`config.mk`:
```
export PLATFORM = sky130hd
export DESIGN_NAME = alu_arbiter
export DESIGN_NICKNAME = d
export VERILOG_FILES = /design/src/rtl/alu_arbiter.sv
export SDC_FILE = /design/constraint.sdc
export NUM_CORES = 1
export LEC_CHECK = 0
export ABC_AREA = 1
export CAP_MARGIN = 10
export CORE_MARGIN = 5
export CORE_UTILIZATION = 40
export DETAILED_ROUTE_END_ITERATION = 10
export PLACE_DENSITY = 0.8
export SYNTH_ARGS = -nofsm -noshare
export SYNTH_HDL_FRONTEND = slang
export SYNTH_SLANG_ARGS = --single-unit
```
`constraint.sdc`:
```
create_clock -name Clock -period 1.75 [get_ports Clock]
set_clock_uncertainty 0.15 [all_clocks]
set_input_delay 0.2625 -clock Clock [delete_from_list [all_inputs] [get_ports Clock]]
set_output_delay 0.2625 -clock Clock [all_outputs]
set_load 0.03 [all_outputs]
```
`src/rtl/alu_arbiter.sv`:
```
// rtl/alu_arbiter.sv - round-robin arbiter sharing one combinational ALU between two requesters
module alu_arbiter #(
  parameter int WIDTH   = 32,
  parameter int LATENCY = 1
) (
  input  logic             Clock,
  input  logic             Resetn,
  input  logic             Req0,
  input  logic [WIDTH-1:0] A0,
  input  logic [WIDTH-1:0] B0,
  input  logic [2:0]       F0,
  output logic             Ack0,
  output logic             Done0,
  output logic [WIDTH-1:0] Y0,
  output logic             Zero0,
  input  logic             Req1,
  input  logic [WIDTH-1:0] A1,
  input  logic [WIDTH-1:0] B1,
  input  logic [2:0]       F1,
  output logic             Ack1,
  output logic             Done1,
  output logic [WIDTH-1:0] Y1,
  output logic             Zero1,
  output logic [WIDTH-1:0] Alu_A,
  output logic [WIDTH-1:0] Alu_B,
  output logic [2:0]       Alu_F,
  input  logic [WIDTH-1:0] Alu_Y,
  input  logic             Alu_Zero,
  output logic             Busy
);

  typedef enum logic {IDLE, EXEC} state_t;

  localparam logic [3:0] CNT_INIT = 4'(LATENCY - 1);

  state_t     state, state_next;
  logic       pri;
  logic       owner;
  logic [3:0] cnt;
  logic       grant_valid;
  logic       grant_sel;
  logic       capture;

  // Requests are only looked at in IDLE; a tie goes to the requester named by pri.
  always_comb begin
    state_next  = state;
    grant_valid = 1'b0;
    grant_sel   = 1'b0;
    capture     = 1'b0;
    case (state)
      IDLE: begin
        if (Req0 || Req1) begin
          grant_valid = 1'b1;
          grant_sel   = (Req0 && Req1) ? pri : Req1;
          state_next  = EXEC;
        end
      end
      EXEC: begin
        if (cnt == 4'd0) begin
          capture    = 1'b1;
          state_next = IDLE;
        end
      end
      default: state_next = IDLE;
    endcase
  end

  always_ff @(posedge Clock) begin
    if (!Resetn) begin
      state <= IDLE;
    end else begin
      state <= state_next;
    end
  end

  always_ff @(posedge Clock) begin
    if (!Resetn) begin
      pri   <= 1'b0;
      owner <= 1'b0;
      cnt   <= 4'd0;
      Ack0  <= 1'b0;
      Ack1  <= 1'b0;
      Done0 <= 1'b0;
      Done1 <= 1'b0;
      Y0    <= '0;
      Y1    <= '0;
      Zero0 <= 1'b0;
      Zero1 <= 1'b0;
      Alu_A <= '0;
      Alu_B <= '0;
      Alu_F <= 3'b000;
    end else begin
      Ack0  <= 1'b0;
      Ack1  <= 1'b0;
      Done0 <= 1'b0;
      Done1 <= 1'b0;
      if (grant_valid) begin
        Alu_A <= grant_sel ? A1 : A0;
        Alu_B <= grant_sel ? B1 : B0;
        Alu_F <= grant_sel ? F1 : F0;
        owner <= grant_sel;
        Ack0  <= ~grant_sel;
        Ack1  <= grant_sel;
        pri   <= ~grant_sel;
        cnt   <= CNT_INIT;
      end
      if (state == EXEC && cnt != 4'd0) begin
        cnt <= cnt - 4'd1;
      end
      // Only the owner's result registers move; the other side keeps its last value.
      if (capture) begin
        if (owner) begin
          Y1    <= Alu_Y;
          Zero1 <= Alu_Zero;
          Done1 <= 1'b1;
        end else begin
          Y0    <= Alu_Y;
          Zero0 <= Alu_Zero;
          Done0 <= 1'b1;
        end
      end
    end
  end

  assign Busy = (state == EXEC);

endmodule

```
---- After elaboration in Yosys (flattened, before gate mapping) ----
Cells that the tools add are included.
storage, ports and cells
  register bits after elaboration ......... 144
  latch bits .............................. 0
  bits in writable memories ............... 0
  memory bits (read-only) ................. 0
  input port bits ......................... 171
  logic and storage cells ................. 45
  memories kept ........................... 0
operators by class
  $add $sub $neg .......................... 1
  multipliers ............................. 0
  divide/modulo/power cells ............... 0
  $lt $le $gt $ge ......................... 0
  equal/unequal tests ..................... 0
  shifts and indexed selects .............. 0
  mux-type cells .......................... 16
  bitwise gates (word level) .............. 3
  reductions and logical operators ........ 10
operators with widths
  operator               count
  $mux W32               2
  $mux W1                10
  $mux W4                2
  $reduce_and A2 Y1      4
  $logic_not A4 Y1       1
  $reduce_bool A4 Y1     1
  $sub A4 B1 Y4 const B  1
  $mux W3                1
  $not A1 Y1             3
  $logic_and A1 B1 Y1    2
  $pmux W1 S2            1
  $reduce_bool A2 Y1     1
  $logic_or A1 B1 Y1     1

---- Longest topological paths before layout ----
  depth after elaboration ................. 5
  gate-level depth with buffers ........... 8
  gate-level depth less buffers ........... 7

---- Worst setup path before layout ----
No wires, ideal clock.
  path kind ............................... register -> register
  start point ............................. register state (netlist: Busy)
  end point ............................... register Y1[10]
  setup time .............................. 0.132 ns
  arrival time ............................ 1.295 ns
  path slack .............................. 0.173 ns
  cell stages (with the launch flop) ...... 6
  buffers on the path ..................... 2
  period minus slack after synthesis ...... 1.577 ns
  path through ............................ dfxtp_1 buf_4 nand4_1 clkbuf_1 nand2_1 a21oi_1
between the ends
  word-level cells in the longest chain between the ends .. 2
ends and longest elaborated chain
  what                                RTL line  source
  start: declaration                  36        state_t state, state_next;
  start signal: assignment            72        state <= state_next;
  $mux W1                             50        case (state)
  $reduce_and A2 Y1 (no source line)  --
  end signal: assignment              113       Y1 <= Alu_Y;
  end: declaration                    22        output logic [WIDTH-1:0] Y1,
Every way passes these cells.
A chain may end at the register's enable or synchronous reset.

---- Worst setup path after layout ----
  start point ............................. register state (netlist: Busy)
  end point ............................... output port Busy
RTL lines
  what              RTL line  source
  end: declaration  29        output logic Busy
No word-level cell between the ends.

==> out/metrics.yaml <==
first_pass_iters: 5
route.detailed.drc: 0
rrSetupSlack_ns: 0.12
placedCellCount: 1327
root_buffer: "clkbuf_16"
synth-compound-area-share_pct: 9.81
worst_hold_path_type: "primary input to flip-flop"
grt_pass1_wl_um: 33500
grt_use_total_pct: 23.1
cts_hold_buffers: 0
hold_path_depth: 3
worst-path-max-fanout: 5
yosysUniqueCellTypes: 20
tns_ns: 0
clock.fmax_ghz: 0.589
fin_area_mm2: 0.0101
syn_nets: 1035
coreArea_mm2: 0.0151
ant_nets: 0
ioPinCount: 309
cts_max_level: 4
fill_cells: 1338
io_buffers: 308
wl_met2_um: 10600
worstMarginPinSlew_ns: 0.408
numCtsBuffers: 17
min_to: "Alu_A[1]$_SDFFE_PN0P_"
drive_above_1_share_pct: 7.23
grt_pass1_vias: 6447
diodes: 0
finalNonFillerCells: 1363
cp.required_ns: 1.34
grt_antenna_before_repair: 0
finalSetupViolations: 0
first_iter_violations: 519
cts_sinks: 144
total_power_uw: 9580
cp.arrival_ns: 1.28
rr_endpoint: "Y0[14]$_SDFFE_PN0P_"
synth_area_mm2: 0.00611
grt_max_degree: 48
multiInputGateArea_mm2: 0.00271
leakagePower_uw: 0.00471
start_util_pct: 40.5
route.met3.wl_um: 1860
die-area_mm2: 0.0178
clk_pin_slew_worst_paths_ns: 0.06
synthMuxAreaShare_pct: 0
top_layer: "met4"
final-max-slew-violation-count: 0
synth.avg_cell_area_um2: 7.08
crit_start: "Busy$_SDFF_PN0_"
dpl_cell_area_mm2: 0.00955
hold_slack_ns: 0.233
fin_crit_ns: 1.70
die_y_um: 134
met1_length_um: 8700
synth_seq_cells: 144
vias: 6896
fp.dieW_um: 134
rows: 45
start_kind: "flip-flop"
power.density_mw_per_mm2: 952
grt_overflow_total: 0
wl_um: 21900
synth_top_family_by_area: "simple AND/OR/NAND/NOR gates"
hold_start: "A1[1]"
fin_crit_sh_pct: 97.0
nNetsFinal: 1334
status: "complete, no violations"
path_class: "flip-flop to output pin"
end_kind: "output pin"
gp_congestion: 0.828
clockBufferDepth: 2
areaGrowthSynthToFinish_pct: 64.7
r2r_cells: 8
yosysWarnings: 0
synth-xor-area-share_pct: 0.143
synthAdderAreaFrac_pct: 0.205
maxSlewHeadroom_pct: 72.8
ys_seq_area_share_pct: 47.2
final-hold-violation-count: 0
netlist_instances: 863
routed_via_density: 5.06
timing.rr.start: "cnt[0]$_SDFFE_PN0P_"
synth_simple_gate_area_share_pct: 33.6
register_area_mm2: 0.00288
post_drt_wl_per_cell_um: 16.1
hpwlAfterDp_um: 15200
cts_tree: "yes"
ir_worst_vdd_v: 0.000596
max_cap_viol_count: 0
clk_latency_ns: 0.41
final cells by class:
cell class,instances,share of cell area (%)
sequential,144,28.6
clock inverter,12,1.22
tap,188,2.34
multi-input combinational,598,26.9
clock buffer,20,4.64
timing repair buffer,347,34.3
inverter,54,2.03
metal layers:
metal | vias up | global-route usage [%]
met5 | - | 0
li1 | 3407 | -
met2 | 316 | 38.4
met4 | 0 | 10.3
met1 | 3126 | 27.6
met3 | 47 | 6.95
state kept, by name (all words and copies together) (netlist names):
| signal | count |
|---|---|
| pri | 1 |
| Alu_F | 3 |
| Y0 | 32 |
| Zero1 | 1 |
| Ack0 | 1 |
| Y1 | 32 |
| Done1 | 1 |
| Done0 | 1 |
| Ack1 | 1 |
| Alu_B | 32 |
| cnt | 4 |
| Busy | 1 |
| owner | 1 |
| Alu_A | 32 |
| Zero0 | 1 |
cells in the mapped netlist, drive strengths merged:
cell type / number / share of area [%]
o21ai: 2 / 0.23
xor2: 1 / 0.14
nand2: 279 / 17
clkbuf: 27 / 1.7
nor2: 14 / 1.3
dfxtp: 144 / 47
buf: 40 / 4.1
nand4: 2 / 0.20
ha: 1 / 0.20
a21oi: 117 / 9.6
inv: 54 / 3.3
nand3: 182 / 15
placed cells by master, fill, tap and decap left out:
cell	synthesis	final
nor2_4	0	2
nor2_2	4	2
buf_12	0	16
nand3_1	182	182
inv_1	52	50
nand4_1	2	2
a21oi_1	117	117
clkdlybuf4s50_1	0	170
clkinv_2	0	1
clkinvlp_4	0	3
o21ai_0	1	1
nor2_1	9	9
o21ai_4	0	1
nand2_1	277	277
xor2_1	1	1
dlygate4sd2_1	0	137
inv_6	0	5
clkinv_4	0	3
dfxtp_1	144	144
nor2_8	1	1
buf_4	7	20
inv_2	2	3
buf_6	5	1
clkbuf_16	0	19
buf_8	0	1
clkbuf_8	0	3
bufinv_16	0	1
nand2_2	2	2
ha_4	0	1
power by group:
group	internal (µW)	switching (µW)
sequential	3530	126
clock	2100	1460
combinational	988	1380
total	6620	2960
logic make-up after synthesis:
logic type | after synthesis
AND/OR/NAND/NOR | 477
buffers and inverters | 121
adder cells (fa/ha/maj) | 1
XOR/XNOR | 1
flip-flops | 144
AO/OA/AOI/OAI | 119
per-stage QoR:
stage	worst slack (ns)	utilization, %
final	0.0533	66.7
after global routing	-0.00341	66.7
after CTS	0.0341	66.0
after detailed placement	-0.107	63.3
after global placement	-0.0751	63.3
after floorplan	0.173	-
worst max-delay path, stage by stage (launching register included):
cell and delay, ns:
dfxtp_1 0.48, buf_4 0.22, buf_4 0.17
how the worst max path moves through the flow:
stage	end	slack, ns	cells past startpoint
floorplan	Y1[10]$_SDFFE_PN0P_	0.17	5
global placement	Alu_A[23]$_SDFFE_PN0P_	-0.08	6
detailed placement	Alu_A[28]$_SDFFE_PN0P_	-0.11	6
CTS	Busy	0.03	2
global route	Y0[14]$_SDFFE_PN0P_	-0.003	8
finish	Busy	0.05	2
what timing repair did:
action | 4_1_cts | 5_1_grt
setup buffers | 0 | 1
gates resized for setup | 137 | 5
cloned | 0 | 3
setup endpoints to repair | 137 | 66
pin swaps | 0 | 1
(Power assumes the default switching activity.)
